[src/rtl/led_pattern_gen.sv]
// Multi-channel LED pattern generator: one programmable step timer drives
// blink-all, running-light, ping-pong and user-pattern alternation on LED_NUM outputs.
module led_pattern_gen #(
  parameter int LED_NUM = 8,
  parameter int MCNT    = 24_999_999
) (
  input  logic               Clk,
  input  logic               Reset,
  input  logic               En,
  input  logic [1:0]         Mode,
  input  logic [LED_NUM-1:0] Pattern,
  output logic [LED_NUM-1:0] Led,
  output logic               Tick
);

  // A degenerate MCNT of 0 still needs a one-bit counter.
  localparam int CW = (MCNT > 0) ? $clog2(MCNT + 1) : 1;
  localparam logic [CW-1:0] CNT_TERM = CW'(MCNT);
  localparam logic [LED_NUM-1:0] ONE_HOT_LSB = LED_NUM'(1);

  typedef enum logic [1:0] {
    MODE_BLINK = 2'd0,
    MODE_RUN   = 2'd1,
    MODE_PING  = 2'd2,
    MODE_USER  = 2'd3
  } mode_e;

  typedef struct packed {
    mode_e         mode;
    logic          dir;
    logic          phase;
    logic [CW-1:0] cnt;
  } dbg_t;

  // Handshake: there is none; En is a level enable sampled every edge and
  // Tick is a one-cycle strobe coinciding with the first cycle of a new Led value.

  logic [CW-1:0]      cnt_q, cnt_d;
  mode_e              mode_q, mode_d;
  logic               dir_q, dir_d;
  logic               phase_q, phase_d;
  logic [LED_NUM-1:0] led_q, led_d;
  logic               tick_q, tick_d;

  logic               mode_chg;
  logic               term;
  logic [LED_NUM-1:0] init_led;
  logic [LED_NUM-1:0] step_led;
  logic               step_dir;
  logic               step_phase;
  dbg_t               dbg_state;

  assign mode_chg = (Mode != mode_q);
  assign term     = (cnt_q == CNT_TERM);

  // State register
  always_ff @(posedge Clk) begin
    if (Reset) begin
      cnt_q   <= '0;
      mode_q  <= MODE_BLINK;
      dir_q   <= 1'b0;
      phase_q <= 1'b0;
      led_q   <= '0;
      tick_q  <= 1'b0;
    end else begin
      cnt_q   <= cnt_d;
      mode_q  <= mode_d;
      dir_q   <= dir_d;
      phase_q <= phase_d;
      led_q   <= led_d;
      tick_q  <= tick_d;
    end
  end

  // Value loaded when a new mode is selected.
  always_comb begin
    init_led = '0;
    case (mode_e'(Mode))
      MODE_BLINK: init_led = '0;
      MODE_RUN:   init_led = ONE_HOT_LSB;
      MODE_PING:  init_led = ONE_HOT_LSB;
      MODE_USER:  init_led = Pattern;
      default:    init_led = '0;
    endcase
  end

  // Value produced by one step in the current mode.
  always_comb begin
    step_led   = led_q;
    step_dir   = dir_q;
    step_phase = phase_q;
    case (mode_q)
      MODE_BLINK: step_led = ~led_q;
      MODE_RUN:   step_led = {led_q[LED_NUM-2:0], led_q[LED_NUM-1]};
      MODE_PING: begin
        // Turning around at an end moves away immediately, so each end
        // position is shown for exactly one step.
        if (!dir_q) begin
          if (led_q[LED_NUM-1]) begin
            step_dir = 1'b1;
            step_led = {1'b0, led_q[LED_NUM-1:1]};
          end else begin
            step_led = {led_q[LED_NUM-2:0], 1'b0};
          end
        end else begin
          if (led_q[0]) begin
            step_dir = 1'b0;
            step_led = {led_q[LED_NUM-2:0], 1'b0};
          end else begin
            step_led = {1'b0, led_q[LED_NUM-1:1]};
          end
        end
      end
      MODE_USER: begin
        step_phase = ~phase_q;
        step_led   = step_phase ? ~Pattern : Pattern;
      end
      default: step_led = led_q;
    endcase
  end

  // Next-state: mode change beats step, step beats hold.
  always_comb begin
    cnt_d   = cnt_q;
    mode_d  = mode_q;
    dir_d   = dir_q;
    phase_d = phase_q;
    led_d   = led_q;
    tick_d  = 1'b0;
    if (mode_chg) begin
      mode_d  = mode_e'(Mode);
      cnt_d   = '0;
      dir_d   = 1'b0;
      phase_d = 1'b0;
      led_d   = init_led;
    end else if (En) begin
      if (term) begin
        cnt_d   = '0;
        tick_d  = 1'b1;
        led_d   = step_led;
        dir_d   = step_dir;
        phase_d = step_phase;
      end else begin
        cnt_d = cnt_q + CW'(1);
      end
    end
  end

  // Outputs come straight from registers.
  always_comb begin
    Led = led_q;
    Tick = tick_q;
    dbg_state = '{mode: mode_q, dir: dir_q, phase: phase_q, cnt: cnt_q};
  end

  a_cnt_range : assert property (@(posedge Clk) disable iff (Reset)
    dbg_state.cnt <= CNT_TERM);

  a_onehot : assert property (@(posedge Clk) disable iff (Reset)
    (dbg_state.mode == MODE_RUN || dbg_state.mode == MODE_PING) |-> $onehot(led_q));

  a_dir_blink : assert property (@(posedge Clk) disable iff (Reset)
    (dbg_state.mode != MODE_PING) |-> !dbg_state.dir);

  generate
    if (MCNT >= 1) begin : g_tick_chk
      a_tick_single : assert property (@(posedge Clk) disable iff (Reset)
        tick_q |=> !tick_q);
    end
  endgenerate

endmodule

[config.mk]
export PLATFORM = sky130hd
export DESIGN_NAME = led_pattern_gen
export DESIGN_NICKNAME = d
export VERILOG_FILES = /design/src/rtl/led_pattern_gen.sv
export SDC_FILE = /design/constraint.sdc
export NUM_CORES = 1
export LEC_CHECK = 0
export BUFFER_PORTS_ARGS = -buffer_cell sky130_fd_sc_hd__buf_2
export CAP_MARGIN = 25
export CORE_AREA = 2 2 70 72
export CTS_BUF_LIST = sky130_fd_sc_hd__clkbuf_2
export DETAILED_ROUTE_END_ITERATION = 8
export DIE_AREA = 0 0 72 74
export HOLD_SLACK_MARGIN = 0.02
export PLACE_DENSITY = 0.68
export REMOVE_ABC_BUFFERS = 1
export SLEW_MARGIN = 20
export SYNTH_ARGS = -nofsm -noshare
export SYNTH_HDL_FRONTEND = slang
export SYNTH_SLANG_ARGS = --single-unit
[constraint.sdc]
create_clock -name Clk -period 4.9 [get_ports Clk]
set_input_delay 0.98 -clock Clk [delete_from_list [all_inputs] [get_ports Clk]]
set_output_delay 0.98 -clock Clk [all_outputs]
set_load 0.03 [all_outputs]
**Word-level counts from Yosys, hierarchy flattened**

Cells that the tools add are included.

- Bits in registers: 38
- Latch bits: 0
- RAM bits: 0
- Memory bits (read-only): 0
- Input bits: 13
- Output and inout port bits: 9
- Memories kept: 0

- Add/subtract/negate cells: 1
- Multipliers: 0
- Div/mod/pow operators: 0
- $lt $le $gt $ge: 0
- Equal/unequal tests: 8
- Shift-type cells: 0
- Mux-type cells: 14
- Bitwise logic cells: 4
- Reductions and logical operators: 10

Operators with widths:

| cell | count |
|---|---|
| two-way mux 8 bit | 7 |
| case mux 8 bit (4 select lines) | 1 |
| adder 25 x 1 -> 25 bit, second input constant | 1 |
| == test 25 bit, second input constant | 1 |
| two-way mux 25 bit | 1 |
| case mux 8 bit (3 select lines) | 1 |
| NOT 8 bit | 2 |
| == test 2 bit, second input constant | 4 |
| AND reduction 3 bit | 2 |
| == test 2 x 1 -> 1 bit, second input constant | 2 |
| logical NOT 2 bit | 2 |
| two-way mux 1 bit | 4 |
| nonzero test 2 bit | 2 |
| OR reduction 2 bit | 2 |
| OR reduction 3 bit | 1 |
| inequality test 2 bit | 1 |
| NOT 1 bit | 2 |
| AND reduction 2 bit | 1 |

**Depth between registers and ports, before layout**

- Word-level depth: 6
- Depth in mapped cells: 7

**Worst setup path after synthesis**

OpenSTA, ideal clock, no wires.

- Path type: input-to-reg
- From: input Mode[1]
- To: register led_q[1], in the netlist Led[1]
- Library setup time: 0.124 ns
- Arrival: 1.874 ns
- Required time: 4.776 ns
- Setup slack: 2.902 ns
- Cell stages on the path: 6
- Path buffers: 1
- Path through: xor2_1 -> o21ba_1 -> and2_1 -> clkbuf_2 -> a2bb2oi_1 -> o21ai_1

- Cells in the longest elaborated chain, start to end: 4

RTL lines:

| item | line | text |
|---|---|---|
| from (decl) | 10 | `input logic [1:0] Mode,` |
| == test 2 bit or == test 2 x 1 -> 1 bit (tied branches) | 78 | `case (mode_e'(Mode))` |
| OR reduction 2 bit (no line) | - |  |
| case mux 8 bit (3 select lines) | 78 |  |
| two-way mux 8 bit | 130 | `if (mode_chg) begin` |
| to (signal assigned) | 70 | `led_q <= led_d;` |
| to (decl) | 42 | `logic [LED_NUM-1:0] led_q, led_d;` |

Parallel ways exist; a longest one is shown, timed or not.
A chain may end at the register's enable or synchronous reset.

**Worst setup path in the final report**

- From: input En
- To: register led_q[0], in the netlist Led[0]

- Cells in the longest elaborated chain, start to end: 2

RTL lines:

| item | line | text |
|---|---|---|
| from (decl) | 9 | `input logic En,` |
| nonzero test 2 bit (no line) | - |  |
| AND reduction 2 bit (no line) | - |  |

No other way between the ends.

==> run_results.csv <==
group,metric,value,unit
power,clkPwrFrac,26.8,%
critical_path,crit_arrival,2560,ps
synth,yosysWarnings,0,
floorplan,die_area,5328,sq um
timing,setup_viol,0,
routing,route.detailed.drc,0,
floorplan,die_width,72,um
cells_and_area,multiInputGateArea,1340,sq um
grt,grt_pass1_vias,1515,
critical_path,rrSetupSlack,2710,ps
power,p_per_area,223.3,nW/um^2
job,maxCapViolations,0,
cells_and_area,syn2layout_area_growth,6.905,%
floorplan,pin_count,22,
routing,dr.pass1.iters,4,
routing,wl_met1,2.053,mm
synth,async_flop_share,0,%
power,switching_share,29.12,%
cts,hold_buffers,0,
critical_path,worstSetupPathType,"input pin to flip-flop",
cts,cts_buffers,5,
critical_path,rr_worst_depth,6,
grt,grt.overflow.total,0,
routing,highest_layer,"met4",
timing,finalCritPeriodShare,46.20,%
synth,synth.distinct_cells,49,
cells_and_area,fin_nets,280,
synth,ys.flop_type,"dfxtp_1",
power,p_sw,153.7,uW
timing,max_slew_margin,36.32,%
grt,antenna_found_initial,0,
timing,rsz0062_at_grt,"false",
synth,ys_seq_area_share,34.41,%
power,seqPwrFrac,61.0,%
synth,synthCells,245,
cts,htree_levels,2,
placed_design,place_congestion,0.7697,
placed_design,dp.final_hpwl,3.027,mm
routing,route.met2.wl,2.025,mm
critical_path,startpoint_type,"input pin",
critical_path,r2r-start,"cnt_q[0]",
power,p_total,527.9,uW
routing,wl_per_cell,13.37,um
cells_and_area,antenna_cells,0,
critical_path,worstPathRequired,5200,ps
routing,drtAntennaViolNets,0,
routing,wl_met3,136,um
critical_path,crit_slowest_cell,"o21ai_4",
cts,cts_sinks,38,
power,ir_worst_vdd,0.0001267,V
placed_design,port_buffers,21,
routing,routed_wl,4.266,mm
cells_and_area,nFillCells,439,
min_path,holdPathEnd,"cnt_q[24]",
cells_and_area,layout_common_cells,"38 x dfxtp_1, 36 x nor2_1, 24 x xor2_1",
cts,cts_resized,0,
cells_and_area,seqCellArea,760.7,sq um
timing,period_needed,2264,ps
min_path,hold_depth,2,
synth,syn-cell-area,2211,sq um
timing,fin_setup_tns,0,ps
cts,cts_tree,"yes",
grt,grt_first_pass_wirelength,7.286,mm
routing,first_iter_violations,93,
cts,worstSkewPairLatency,400,ps
cells_and_area,final_common_cell,"dfxtp_1",
critical_path,max_stage_delay,790,ps
critical_path,path_cells,"buf_2 -> and3_2 -> nand4_4 -> o21ai_4 -> or2_1 -> o211ai_1",
min_path,min_from,"cnt_q[24]",
synth,ys_top_cells_by_area,"dfxtp_1 34%, xor2_1 9.5%, nor2_1 6.1%",
critical_path,end_kind,"flip-flop",
synth,synth_top_cell_area_share,34.41,%
timing,slew_viol_final,0,
critical_path,r2r-end,"Led[0]",
grt,grtUsageTotal,17.47,%
floorplan,std_cell_rows,25,
timing,hold_viol,0,
cts,post_cts_buffers,0,
outcome,status,"completed",
power,combPwrFrac,12.3,%
min_path,hold_class,"flip-flop to flip-flop",
cells_and_area,layout-drive-gt1-share,20.00,%
floorplan,die_h,74,um
grt,grt_start_max_net_pins,33,
synth,ys_ff_latch,38,
timing,fmaxAchievable,441.8,MHz
routing,vias,1693,
synth,synth_edf_count,0,
routing,detail_route.vias_per_cell,5.307,
synth,syn_area_per_cell,9.024,sq um
power,power.internal,374.1,uW
timing,worst_slew_pin_slew,951.7,ps
cts,clk_pin_slew_worst_paths,200,ps
power,p_leak,0.0009410,uW
synth,synth_top_area_cell,"dfxtp_1",
floorplan,coreArea,4598,sq um
floorplan,start_util,48.08,%
critical_path,critPathMaxFanout,32,
timing,clock_skew,26.86,ps
cts,clock-root-buffer,"clkbuf_2",
cts,cts_buffer_depth,2,
[final cells by class]
class,instances,share of cell area [%]
Multi-Input combinational cell,185,56.70
Sequential cell,38,32.19
Timing Repair Buffer,21,4.447
Clock buffer,5,1.059
Tap cell,54,2.859
Inverter,13,2.065
Clock inverter,3,0.6882
[layer usage]
metal / vias up / track usage [%]
li1: 882 / -
met1: 780 / 23.34
met2: 25 / 28.50
met3: 6 / 4.065
met4: 0 / 5.031
met5: - / 0
[synthesized netlist by cell type (2+ instances only)]
cell and count:
xor2_1 24, o211ai_1 3, nor4b_2 2, clkbuf_1 2, and3_1 2, ha_1 3, nor3_1 2, inv_1 13
nand4_1 4, buf_2 4, nor2b_1 2, nand3_1 10, o21ai_1 7, mux2i_1 8, a22oi_1 4, a21oi_1 4
xnor2_1 11, or3_1 2, nor2_2 3, and2_1 3, a221oi_1 2, nand2_1 16, o21ai_0 6, dfxtp_1 38
nor4_4 2, a2bb2oi_2 6, nor2_1 36, nand4_2 3, a21o_1 3
[power groups by stage]
stage	clock (uW)	combinational [uW]	sequential [uW]
3_3_place_gp	0	64.0	328
5_1_grt	161	72.3	324
6_report	141	64.8	322
3_5_place_dp	0	65.0	328
2_1_floorplan	0	40.2	332
4_1_cts	149	65.2	322
[cell families (layout without fill, tap and decap cells)]
group | after synthesis | in the layout | share of synthesized area (%)
AOI/OAI and AO/OA | 41 | 41 | 14.83
xor gates and xnor gates | 35 | 35 | 13.87
adders and majority gates | 3 | 3 | 1.698
buffers and inverters | 22 | 42 | 4.980
DFF | 38 | 38 | 34.41
muxes | 9 | 9 | 4.641
and+or+nand+nor | 97 | 97 | 25.58
[critical path: cells and delay by family]
kind	cells	cell delay [ps]
compound gates	2	870
buf+inv	1	150
simple gates	3	570
[through the flow]
step                      instance area [sq um]  utilization (%)  worst slack [ps]  instances  hold WS, ps
final                                      2364            51.40              2636        319        542.9
after global routing                       2364            51.40              2545        319        555.3
after CTS                                  2364            51.40              2637        319        545.7
after detailed placement                   2322            50.50              2184        311        501.0
after global placement                     2322            50.50              2192        311        491.9
after floorplan                            2150                -              2639        236        470.9
[worst max path at each step]
stage / cells past startpoint / start / endpoint
after floorplan: 5 / En / Led[0]
after global placement: 6 / En / Led[0]
after detailed placement: 6 / En / Led[0]
after CTS: 6 / En / Led[1]
after global routing: 6 / cnt_q[0] / Led[0]
final: 6 / En / Led[0]
[sequential cells by signal (all words and copies together), names as in the netlist]
register	cells
Led	8
Tick	1
cnt_q	25
dir_q	1
mode_q	2
phase_q	1
Power figures use the tool's default switching activity.
